===== src/rtl/clock_gate_array_pkg.sv =====
//------------------------------------------------------------------------------
// Module   : clock_gate_array_pkg
// Brief    : Shared state encoding and counter sizing for clock_gate_array.
// Revision : 1.0 - initial release
//------------------------------------------------------------------------------
`default_nettype none

package clock_gate_array_pkg;

    typedef enum logic [1:0] {
        RUN   = 2'd0,
        DRAIN = 2'd1,
        GATED = 2'd2,
        WAKE  = 2'd3
    } cg_state_e;

    // Counter must hold the larger of the two reload values
    function automatic int calc_cnt_w(input int hold_cyc, input int wake_cyc);
        int max_cyc;
        max_cyc = (hold_cyc > wake_cyc) ? hold_cyc : wake_cyc;
        return $clog2(max_cyc + 1);
    endfunction

endpackage

`default_nettype wire


===== src/rtl/clock_gate_chan.sv =====
//------------------------------------------------------------------------------
// Module   : clock_gate_chan
// Brief    : One gated channel: idle/hold-off FSM, wake counter, latch gate cell.
// Revision : 1.0 - initial release
//------------------------------------------------------------------------------
`default_nettype none

module clock_gate_chan
    import clock_gate_array_pkg::*;
#(
    parameter int HOLD_CYC = 8,
    parameter int WAKE_CYC = 2,
    parameter int CNT_W    = 4
) (
    input  logic clk_i,
    input  logic rst_i,
    input  logic te_i,
    input  logic req_i,
    input  logic idle_i,
    output logic ack_o,
    output logic gated_o,
    output logic clk_o
);

    localparam logic [CNT_W-1:0] c_hold_load = CNT_W'(HOLD_CYC - 1);
    localparam logic [CNT_W-1:0] c_wake_load = CNT_W'(WAKE_CYC - 1);
    localparam logic [CNT_W-1:0] c_cnt_one   = CNT_W'(1);

    cg_state_e        r_state;
    cg_state_e        w_state_nxt;
    logic [CNT_W-1:0] r_cnt;
    logic [CNT_W-1:0] w_cnt_nxt;
    logic             w_qual;
    logic             w_en;
    logic             r_latch;

    assign w_qual = !req_i && idle_i;

    always_ff @(posedge clk_i or posedge rst_i) begin
        if (rst_i) begin
            r_state <= RUN;
            r_cnt   <= '0;
        end else begin
            r_state <= w_state_nxt;
            r_cnt   <= w_cnt_nxt;
        end
    end

    // The RUN cycle that spots idle counts as the first of HOLD_CYC, so DRAIN
    // lasts HOLD_CYC-1 cycles and exits on cnt==1.
    always_comb begin
        w_state_nxt = r_state;
        w_cnt_nxt   = r_cnt;
        case (r_state)
            RUN: begin
                if (w_qual) begin
                    if (HOLD_CYC == 1) begin
                        w_state_nxt = GATED;
                    end else begin
                        w_state_nxt = DRAIN;
                        w_cnt_nxt   = c_hold_load;
                    end
                end
            end
            DRAIN: begin
                if (!w_qual) begin
                    w_state_nxt = RUN;
                end else if (r_cnt <= c_cnt_one) begin
                    w_state_nxt = GATED;
                end else begin
                    w_cnt_nxt = r_cnt - c_cnt_one;
                end
            end
            GATED: begin
                if (req_i) begin
                    w_state_nxt = WAKE;
                    w_cnt_nxt   = c_wake_load;
                end
            end
            WAKE: begin
                if (r_cnt == '0) begin
                    w_state_nxt = RUN;
                end else begin
                    w_cnt_nxt = r_cnt - c_cnt_one;
                end
            end
            default: begin
                w_state_nxt = RUN;
            end
        endcase
    end

    assign ack_o   = (r_state == RUN) || (r_state == DRAIN);
    assign gated_o = (r_state == GATED);
    assign w_en    = (r_state != GATED);

    // Enable only moves on the rising edge, while this latch is opaque
    always_latch begin
        if (!clk_i) begin
            r_latch <= w_en | te_i;
        end
    end

    assign clk_o = r_latch & clk_i;

endmodule

`default_nettype wire


===== src/rtl/clock_gate_array.sv =====
//------------------------------------------------------------------------------
// Module   : clock_gate_array
// Brief    : NUM_CH independent clock-gate channels; optional gated-cycle stats
//            enabled by CLOCK_GATE_ARRAY_STATS_EN.
// Revision : 1.0 - initial release
//------------------------------------------------------------------------------
`default_nettype none

module clock_gate_array
    import clock_gate_array_pkg::*;
#(
    parameter int NUM_CH   = 4,
    parameter int HOLD_CYC = 8,
    parameter int WAKE_CYC = 2,
    parameter int CNT_W    = calc_cnt_w(HOLD_CYC, WAKE_CYC)
) (
    input  logic              clk_i,
    input  logic              rst_i,
    input  logic              te_i,
    input  logic [NUM_CH-1:0] req_i,
    input  logic [NUM_CH-1:0] idle_i,
    output logic [NUM_CH-1:0] ack_o,
    output logic [NUM_CH-1:0] gated_o,
    output logic [NUM_CH-1:0] clk_o
`ifdef CLOCK_GATE_ARRAY_STATS_EN
    ,
    input  logic                 stats_clr_i,
    output logic [NUM_CH*32-1:0] gated_cnt_o
`endif
);

    logic [NUM_CH-1:0] w_gated;

    for (genvar g = 0; g < NUM_CH; g++) begin : g_chan
        clock_gate_chan #(
            .HOLD_CYC (HOLD_CYC),
            .WAKE_CYC (WAKE_CYC),
            .CNT_W    (CNT_W)
        ) u_chan (
            .clk_i   (clk_i),
            .rst_i   (rst_i),
            .te_i    (te_i),
            .req_i   (req_i[g]),
            .idle_i  (idle_i[g]),
            .ack_o   (ack_o[g]),
            .gated_o (w_gated[g]),
            .clk_o   (clk_o[g])
        );
    end

    assign gated_o = w_gated;

`ifdef CLOCK_GATE_ARRAY_STATS_EN
    for (genvar g = 0; g < NUM_CH; g++) begin : g_stats
        logic [31:0] r_gated_cnt;

        always_ff @(posedge clk_i or posedge rst_i) begin
            if (rst_i) begin
                r_gated_cnt <= '0;
            end else if (stats_clr_i) begin
                r_gated_cnt <= '0;
            end else if (w_gated[g] && (r_gated_cnt != 32'hFFFF_FFFF)) begin
                r_gated_cnt <= r_gated_cnt + 32'd1;
            end
        end

        assign gated_cnt_o[g*32 +: 32] = r_gated_cnt;
    end
`endif

endmodule

`default_nettype wire


===== config.mk =====
export PLATFORM = sky130hd
export DESIGN_NAME = clock_gate_array
export DESIGN_NICKNAME = d
export VERILOG_FILES = /design/src/rtl/clock_gate_array_pkg.sv /design/src/rtl/clock_gate_chan.sv /design/src/rtl/clock_gate_array.sv
export SDC_FILE = /design/constraint.sdc
export NUM_CORES = 1
export LEC_CHECK = 0
export ABC_AREA = 1
export BUFFER_PORTS_ARGS = -buffer_cell sky130_fd_sc_hd__buf_2
export CAP_MARGIN = 10
export CORE_ASPECT_RATIO = 1.1
export CORE_UTILIZATION = 50
export DETAILED_ROUTE_END_ITERATION = 10
export GPL_ROUTABILITY_DRIVEN = 0
export GPL_TIMING_DRIVEN = 0
export MAX_ROUTING_LAYER = met4
export PLACE_DENSITY = 0.75
export REMOVE_ABC_BUFFERS = 1
export SLEW_MARGIN = 20
export SYNTH_ARGS = -nofsm -noshare
export SYNTH_HDL_FRONTEND = slang
export SYNTH_SLANG_ARGS = --single-unit
export TNS_END_PERCENT = 1

===== constraint.sdc =====
create_clock -name clk_i -period 1.4 [get_ports clk_i]
set_clock_uncertainty 0.1 [all_clocks]
set_input_delay 0.42 -clock clk_i [delete_from_list [all_inputs] [get_ports clk_i]]
set_output_delay 0.42 -clock clk_i [all_outputs]
set_load 0.02 [all_outputs]

**Word-level counts from Yosys, hierarchy flattened**

Cells that the tools add are included.

- Latch bits: 4
- Bits of input ports: 11
- Register bits after elaboration: 24
- Logic and storage cells: 152

- Equal/unequal tests: 44
- Bitwise gates (word level): 8
- Add/subtract/negate cells: 4
- Multiplexer cells: 52
- Reductions and logical operators: 28
- $lt $le $gt $ge: 4

Operators with widths:

| kind | count |
|---|---|
| 2-to-1 mux 4 bit | 20 |
| one-hot mux 4 bit (4 select lines) | 4 |
| 2-to-1 mux 2 bit | 20 |
| inequality test 2 bit, second input constant | 16 |
| one-hot mux 2 bit (4 select lines) | 4 |
| inequality test 2 x 1 -> 1 bit, second input constant | 12 |
| AND reduction 5 bit | 4 |
| equality test 2 bit, second input constant | 8 |
| <= comparator 4 x 1 -> 1 bit, second input constant | 4 |
| logical NOT 4 bit | 4 |
| AND reduction 4 bit | 4 |
| subtractor 4 x 1 -> 4 bit, second input constant | 4 |
| inequality test 3 bit, second input constant | 4 |
| equality test 2 x 1 -> 1 bit, second input constant | 4 |
| logical NOT 2 bit | 4 |
| bitwise AND 1 bit | 4 |
| logical AND 1 bit | 4 |
| logical NOT 1 bit | 4 |
| logical OR 1 bit | 4 |
| 2-to-1 mux 1 bit | 4 |
| bitwise OR 1 bit | 4 |

**Logic depth before layout (Yosys ltp)**

Gate-level depths: netlist of run 1.

- Depth in word-level cells: 4
- Gate-level depth with buffers: 9

**Modules after synthesis**

A second synthesis of run 1 with hierarchy kept.

- Cell total of the unflattened synthesis: 299
- Area, all modules: 1,958.1 um^2

Modules (own cells, without submodules):

| module | cells each | area each (um^2) | times used |
|---|---|---|---|
| clock_gate_chan (g_chan[0].u_chan ...) | 75 | 486.7 | 3 |
| clock_gate_chan (g_chan[3].u_chan) | 74 | 498.0 | 1 |

==> summary.md, run 1 <==
| Metric | Value |
|---|---|
| Crit start category | `latch` |
| Ys Warns | `0` |
| Initial Util | `53.2%` |
| FF+latch area | `approximately 670 sq um` |
| Filler cell count | `~330` |
| Avg Cell Area, Syn | `roughly 6.9 sq um` |
| Non-filler cells, final | `351` |
| Worst setup margin | `-842 ps` |
| I/O Buffers | `22` |
| Setup-failing EPs final | `32` |
| Post-synth ARST share | `between 80% and 90%` |
| Detail Placement HPWL | `2650 um` |
| Ys flop type | `dfrtp_1` |
| 1st-iter DRT viols | `around 110` |
| Post-DRT Antenna Nets | `0` |
| Ant diodes | `0` |
| Worst Tran Pin Value | `866 ps` |
| Vias in the first global route | `~1,600` |
| Unrepaired setup endpoints after global routing | `yes` |
| TritonRoute pass-1 iters | `4` |
| Multi-input gate area | `1160 sq um` |
| Initial antenna violation count | `0` |
| WP data required | `about 880 ps` |
| Worst-path clk slew | `100 ps` |
| Postcts setup bufs | `0` |
| Worst rel slew slack | `between 40% and 50%` |
| Vias per inst | `4.98` |
| Pwr Density | `approximately 2700 nW/um^2` |
| Max FO, Critical Path | `1` |
| Yosys cell types | `27` |
| Largest net degree at the start of global routing | `25` |
| Post-route DRC | `0` |
| Worst skew pair latency | `380 ps` |
| Row cnt | `23` |
| P_leak | `~1.2 nW` |
| Power, Total | `~6.3 mW` |
| Layout Utilization | `63.5%` |
| Area share of the largest cell type after synthesis | `30.4%` |
| Worst Setup Path Type | `latch to output pin` |
| Number of enable flip-flop cells after synthesis | `0` |
| Largest vdd supply drop | `982 uV` |
| Gr usage total | `~22%` |
| Cell count after placement | `343` |
| Core ar. | `between 3000 and 4000 sq um` |
| Area leader, netlist | `dfrtp_1` |
| Die Ht | `67.9 um` |
| Layout cell share with drive strength beyond 1 | `~31%` |
| Number of synthesized register bits | `28` |
| Cells after Synth | `287` |
| Area Growth Syn to Fin | `19.4%` |
| Post-layout nets | `between 300 and 400` |
| Most frequent cells after synthesis | `nand2_1, nor2_1, inv_1` |
| WL final | `about 3900 um` |
| CP endpoint kind | `output pin` |
| Worst setup startpoint | `g_chan[3].u_chan.r_latch` |
| DIE AREA | `4200 sq um` |
| Status | `finished with violations` |
| Die extent in x | `a little over 60 um` |
| Boundary Pins | `23` |
| RR Startpoint | `g_chan[1].u_chan.r_cnt[0]` |
| Min-delay worst type | `input port to asynchronous set/reset pin` |
| Netlist Area Pre-Place | `about 2000 sq um` |
| Most common cell in the synthesized netlist | `nand2_1` |
| Fin. Hold Viols | `0` |
| Largest cells by area after synthesis | `dfrtp_1, nand2_1, ha_1, nor2_1, buf_4` |
| Detailed-route wire length per cell | `11.1 um` |
| First-pass GRT wire length | `6490 um` |
| Worst path arrival time | `1720 ps` |
| Hold Slack | `102 ps` |
| Final Max Slew Viols | `0` |
| CTS tree | `built` |
| Vias | `approximately 1,700` |
| Max-Cap Viols | `0` |
| Failing checks | `setup timing` |
| GRT Residual Overflow | `0` |
-- where the power goes --
part	leakage, nW	internal [mW]	total [mW]	switching (mW)
Clock	0.123	0.927	1.59	0.668
Combinational	0.730	1.21	3.01	1.80
Sequential	0.322	1.16	1.69	0.529
-- layout make-up --
| cell class | instances | area share [%] |
|---|---|---|
| Clock inverter | 5 | 1.91 |
| Clock buffer | 11 | 6.00 |
| Timing Repair Buffer | 18 | 5.95 |
| Sequential cell | 28 | 28.6 |
| Tap cell | 50 | 2.66 |
| Inverter | 33 | 5.68 |
| Multi-Input combinational cell | 206 | 49.2 |
-- critical path, cell delays in order, from the launching register on --
cell and delay, ps:
dlxtn_2 420, nand2_2 50, inv_2 50, buf_6 100
-- cell usage in the layout, fill, tap and decap left out, types with 3 or more instances in the layout --
cell type and n:
nand2_1 92, nor2_1 24, inv_1 21, nand3_1 19, dfrtp_1 17, inv_2 12
buf_6 12, buf_2 10, a21oi_1 9, nand2_2 8, nor2_4 8, dfrtp_2 7
clkbuf_8 7, nor2_2 6, nand4_1 6, ha_2 6, ha_1 6, o21ai_0 5
inv_4 4, dlxtn_2 4, xnor2_1 3
-- per-layer routing --
| layer | wire length [um] | vias to the layer above | share of wire (%) | track usage, % |
|---|---|---|---|---|
| li1 | - | 909 | - | - |
| met1 | 1700 | 795 | 44 | 25.4 |
| met2 | 1970 | 33 | 51 | 34.3 |
| met3 | 154 | 11 | 4.0 | 6.81 |
| met4 | 67 | 0 | 1.7 | 11.9 |
| met5 | 0 | - | 0 | - |
-- per-stage QoR --
step                      TNS, ps  setup slack, ps  area, sq um
after floorplan             -1950             -444         1850
after global placement      -4020             -431         2020
after detailed placement    -4730             -435         2020
after CTS                   -6530             -865         2270
after global routing        -9120             -894         2360
final                       -5840             -842         2360
-- what timing repair did --
| item | 4_1_cts | 5_1_grt |
|---|---|---|
| gates resized for setup | 45 | 34 |
| hold buffers | 0 | 0 |
| pin swaps | 9 | 2 |
| setup endpoints to repair | 37 | 40 |
-- final timing paths --
| check | endpoint | slack (ps) | depth (start not counted) |
|---|---|---|---|
| max in group asynchronous | asynchronous set/reset pin | 500 | 2 |
| hold reg to reg | g_chan[3].u_chan.r_cnt[1] | 390 | 2 |
| hold / removal | g_chan[3].u_chan.r_cnt[0] | 100 | 2 |
| setup reg to reg | g_chan[1].u_chan.r_cnt[0] | -90 | 6 |
| setup / recovery | clk_o[3] | -840 | 3 |
| min in group clk_i | g_chan[3].u_chan.r_latch | 310 | 3 |
-- logic make-up (layout without fill, tap and decap cells) --
logic type                 after synthesis  after routing  share of synthesized area [%]
xor gates and xnor gates                 4              4                           1.78
latches                                  4              4                           3.04
and+or+nand+nor                        166            166                           36.4
DFF                                     24             24                           30.4
AOI/OAI and AO/OA                       24             24                           7.29
adders and majority gates               12             12                           7.61
buffers and inverters                   53             67                           13.4
(Power assumes the default switching activity.)
==> run 2: changes to the inputs <==
--- a/config.mk
+++ b/config.mk
@@ -14,7 +14,7 @@
 export GPL_ROUTABILITY_DRIVEN = 0
 export GPL_TIMING_DRIVEN = 0
 export MAX_ROUTING_LAYER = met4
-export PLACE_DENSITY = 0.75
+export PLACE_DENSITY = 0.8
 export REMOVE_ABC_BUFFERS = 1
 export SLEW_MARGIN = 20
 export SYNTH_ARGS = -nofsm -noshare
==> run 2 against run 1 <==
- the flow still finishes with violations (setup timing)
- register-to-register slack better by 40 ps
- global-route usage is 1.3 points higher
- clock power is 8% lower
- setup slack worse by 3.3 ps
- first-iteration DRC count is 21% lower
- non-clock buffer count stayed put
- die area stayed put
- largest power group unchanged
==> summary.md, run 2 (synthesis gave the netlist of run 1 again) <==
| Metric | Value |
|---|---|
| Status | `finished with violations` |
| Failing checks | `setup timing` |
| Final instance area | `approximately 2300 sq um` |
| First-pass GRT wire length | `6780 um` |
| GRT Residual Overflow | `0` |
| Setup-failing EPs final | `28` |
| Core ar. | `between 3000 and 4000 sq um` |
| Power, Total | `a little over 6 mW` |
| Unrepaired setup endpoints after global routing | `yes` |
| Layout Utilization | `between 60% and 70%` |
| Final Max Slew Viols | `0` |
| Initial antenna violation count | `0` |
| Crit start category | `latch` |
| P_leak | `between 1 and 1.5 nW` |
| CTS tree | `built` |
| Largest net degree at the start of global routing | `25` |
| Vias | `1,783` |
| Ant diodes | `0` |
| Dpl cell area | `2020 sq um` |
| Vias in the first global route | `between 1,500 and 2,000` |
| Worst path arrival time | `about 1700 ps` |
| CP endpoint kind | `output pin` |
| P_sw | `3.03 mW` |
| TritonRoute pass-1 iters | `4` |
| Min-delay worst type | `input port to asynchronous set/reset pin` |
| Internal power of the cells | `around 3.2 mW` |
| Area Growth Syn to Fin | `18.3%` |
| Worst setup margin | `-845 ps` |
| Row cnt | `23` |
| Commonest non-fill, non-tap cells in the layout | `nand2_1, nor2_1, inv_1, nand3_1, dfrtp_1` |
| I/O Buffers | `22` |
| Worst skew pair latency | `around 380 ps` |
| Gr usage total | `between 20% and 30%` |
| Largest vdd supply drop | `around 1200 uV` |
| Layout cell share with drive strength beyond 1 | `between 30% and 40%` |
| Post-route DRC | `0` |
| DIE AREA | `approximately 4200 sq um` |
| Fin. Hold Viols | `0` |
| Clock power frac | `between 20% and 30%` |
| Worst rel slew slack | `about two fifths` |
| Detailed-route wire length per cell | `approximately 11 um` |
| Pwr Density | `between 2000 and 3000 nW/um^2` |
| Initial Util | `53.2%` |
| WP data required | `approximately 900 ps` |
| Vias per inst | `~5` |
| 1st-iter DRT viols | `86` |
| Worst-path clk slew | `about 100 ps` |
| Die Ht | `67.9 um` |
| WL final | `between 3000 and 4000 um` |
| Flop pwr share | `a little over a quarter` |
| Detail Placement HPWL | `about 2600 um` |
| Worst Setup Path Type | `latch to output pin` |
| Post-DRT Antenna Nets | `0` |
| Max FO, Critical Path | `1` |
| Worst Tran Pin Value | `approximately 900 ps` |
| Switch share | `49.0%` |
| Post-layout nets | `between 300 and 400` |
| Die extent in x | `about 62 um` |
| Combinational share of power | `just under 50%` |
| Max-Cap Viols | `0` |
| Boundary Pins | `23` |
| Commonest non-fill, non-tap cell in the layout | `nand2_1` |
| Hold buffer count at CTS | `0` |
[run 2: power by group through the flow]
| stage | registers, mW | clock network (mW) | logic [mW] |
|---|---|---|---|
| 3_5_place_dp | 1.58 | 0.358 | 2.55 |
| 3_3_place_gp | 1.58 | 0.358 | 2.49 |
| 5_1_grt | 1.73 | 1.57 | 3.50 |
| 6_report | 1.67 | 1.46 | 3.07 |
| 2_1_floorplan | 1.48 | 0.257 | 2.10 |
| 4_1_cts | 1.62 | 1.42 | 2.92 |
[run 2: worst paths after layout]
path,to,start,cells past startpoint,slack (ps)
worst max-delay path,clk_o[3],g_chan[3].u_chan.r_latch,3,-850
worst min-delay path,asynchronous set/reset pin,rst_i,2,120
worst max register to register,g_chan[3].u_chan.r_cnt[3],g_chan[3].u_chan.r_cnt[1],9,-50
worst min register to register,g_chan[1].u_chan.r_cnt[1],g_chan[1].u_chan.r_cnt[1],2,410
max in group asynchronous,g_chan[2].u_chan.r_state[0],rst_i,2,460
min in group clk_i,g_chan[1].u_chan.r_latch,te_i,3,310
[run 2: what timing repair did]
action | CTS | global route
gates resized for setup | 48 | 24
setup buffers | 0 | 0
cloned | 0 | 0
pin swaps | 7 | 2
setup endpoints to repair | 37 | 37
[run 2: final cells by class]
type,instances,area (sq um)
multi-input combinational,206,1180
timing repair buffer,18,124
tap,50,62.6
clock buffer,12,155
sequential,28,668
clock inverter,4,15.0
inverter,33,131
fill,309,1380
[run 2: stage by stage]
step | TNS [ps] | hold WS [ps] | cells | setup WS [ps]
finish | -5720 | 118 | 351 | -845
global route | -8240 | 209 | 351 | -900
CTS | -6150 | 167 | 351 | -860
detailed placement | -4070 | 359 | 343 | -411
global placement | -3650 | 358 | 343 | -413
floorplan | -1950 | 335 | 271 | -444
[run 2: critical path, stage by stage, from the launching register on]
cell     delay, ps
dlxtn_1        410
nand2_2         50
inv_1           60
buf_6          110
[run 2: per-layer routing]
layer,wire (um),GRT usage (%),vias to the layer above
met5,0,-,-
met4,134,15.6,0
met3,186,8.70,16
met2,1980,35.9,43
met1,1680,24.9,814
li1,-,-,910
==> run 3: changes to the inputs <==
--- a/config.mk
+++ b/config.mk
@@ -14,7 +14,7 @@
 export GPL_ROUTABILITY_DRIVEN = 0
 export GPL_TIMING_DRIVEN = 0
 export MAX_ROUTING_LAYER = met4
-export PLACE_DENSITY = 0.8
+export PLACE_DENSITY_LB_ADDON = 0.1
 export REMOVE_ABC_BUFFERS = 1
 export SLEW_MARGIN = 20
 export SYNTH_ARGS = -nofsm -noshare
==> run 3 against run 2 <==
- the flow still finishes with violations (setup timing)
- setup slack improved by 9.9 ps
- register-to-register slack worse by 60 ps
- cell count unchanged
- clock power shrank 5%
- critical path type unchanged
- largest cell class unchanged
- highest routed layer unchanged
==> summary.md, run 3 (synthesis gave the netlist of run 1 again) <==
| Metric | Value |
|---|---|
| Detailed-route wire length per cell | `10.5 um` |
| DIE AREA | `approximately 4200 sq um` |
| Max FO, Critical Path | `1` |
| Worst setup margin | `-835 ps` |
| Commonest non-fill, non-tap cell in the layout | `nand2_1` |
| FF-to-FF setup slack | `-110 ps` |
| Worst Setup Path Type | `latch to output pin` |
| Reg2Reg Capture Point | `g_chan[3].u_chan.r_cnt[3]` |
| Detail Placement HPWL | `~2600 um` |
| Largest net degree at the start of global routing | `25` |
| 1st-iter DRT viols | `around 110` |
| Row cnt | `23` |
| Ant diodes | `0` |
| Crit path cell chain | `nand2_1 -> inv_1 -> buf_6` |
| Initial Util | `a little over half` |
| Die Ht | `between 60 and 70 um` |
| Pre-CTS setup slack | `-422 ps` |
| Core ar. | `around 3700 sq um` |
| I/O Buffers | `22` |
| Gr usage total | `20.4%` |
| TritonRoute pass-1 iters | `4` |
| Max-Cap Viols | `0` |
| GRT Residual Overflow | `0` |
| Worst Tran Pin Value | `919 ps` |
| First-pass GRT wire length | `slightly above 6000 um` |
| P_leak | `around 1.2 nW` |
| Fin. Hold Viols | `0` |
| Post-layout nets | `~330` |
| Vias | `around 1,700` |
| Layout cell share with drive strength beyond 1 | `between 20% and 30%` |
| Postcts setup bufs | `0` |
| Worst rel slew slack | `approximately two fifths` |
| Vias in the first global route | `1,508` |
| Die extent in x | `slightly above 60 um` |
| Worst skew pair latency | `380 ps` |
| RR Startpoint | `g_chan[3].u_chan.r_cnt[1]` |
| Final Max Slew Viols | `0` |
| Critical path's slowest cell | `dlxtn_1` |
| Failing checks | `setup timing` |
| Setup-failing EPs final | `32` |
| Pwr Density | `2600 nW/um^2` |
| WP data required | `approximately 880 ps` |
| Unrepaired setup endpoints after global routing | `yes` |
| Boundary Pins | `23` |
| Initial antenna violation count | `0` |
| CP endpoint kind | `output pin` |
| Power, Total | `just under 6 mW` |
| Area Growth Syn to Fin | `16.0%` |
| Post-DRT Antenna Nets | `0` |
| CTS tree | `built` |
| Crit start category | `latch` |
| CP max stage delay | `400 ps` |
| Vias per inst | `about 4.8` |
| Status | `finished with violations` |
| WL final | `3680 um` |
| Post-route DRC | `0` |
| Worst-path clk slew | `100 ps` |
| Largest vdd supply drop | `roughly 1100 uV` |
| Min-delay worst type | `input port to asynchronous set/reset pin` |
| Commonest non-fill, non-tap cells in the layout | `nand2_1, nor2_1, inv_1, nand3_1, dfrtp_1` |
| Worst path arrival time | `~1700 ps` |
| Depth of the most critical reg-to-reg path | `9` |
==> run 3: power by group <==
part	total, mW	switching [mW]	internal (mW)
sequential	1.65	0.501	1.15
combinational	2.91	1.75	1.16
clock	1.39	0.650	0.737
==> run 3: per-layer routing <==
metal,GRT usage [%],vias to the layer above,wire length (um)
li1,-,908,-
met1,24.2,760,1790
met5,-,-,0
met3,6.81,2,93
met4,11.4,0,7
met2,30.1,19,1780
==> run 3: worst max-delay path: cells and delay by family (launching register included) <==
family / cells / cell delay (ps)
buffers and inverters: 2 / 170
latches: 1 / 400
AND/OR/NAND/NOR: 1 / 50
==> run 3: cell type report <==
class / instances / area (sq um)
Multi-Input combinational cell: 206 / 1150
Tap cell: 50 / 62.6
Inverter: 33 / 131
Timing Repair Buffer: 18 / 118
Clock inverter: 5 / 18.8
Clock buffer: 11 / 141
Fill cell: 346 / 1420
Sequential cell: 28 / 671
==> run 3: timing repair <==
item,4_1_cts,5_1_grt
endpoints found under the setup margin,37,39
pin swaps,8,5
hold buffers,0,0
resized for setup,45,22
==> run 3: how the worst max path moves through the flow <==
stage	startpoint	endpoint	slack (ps)	cells after the start
final	g_chan[0].u_chan.r_latch	clk_o[0]	-840	3
after detailed placement	g_chan[1].u_chan.r_latch	clk_o[1]	-420	3
after global placement	g_chan[0].u_chan.r_latch	clk_o[0]	-430	3
after CTS	g_chan[3].u_chan.r_latch	clk_o[3]	-870	3
after global routing	g_chan[2].u_chan.r_latch	clk_o[2]	-890	3
after floorplan	g_chan[3].u_chan.r_latch	clk_o[3]	-440	2
==> run 3: per-stage QoR <==
stage	setup TNS (ps)	cell area (sq um)	std cells	util (%)	hold WS (ps)
3_3_place_gp	-4300	2020	343	54.5	354
3_5_place_dp	-4730	2020	343	54.5	365
5_1_grt	-9030	2290	351	61.6	217
4_1_cts	-6320	2250	351	60.5	168
6_report	-5960	2290	351	61.6	123
2_1_floorplan	-1950	1850	271	-	335
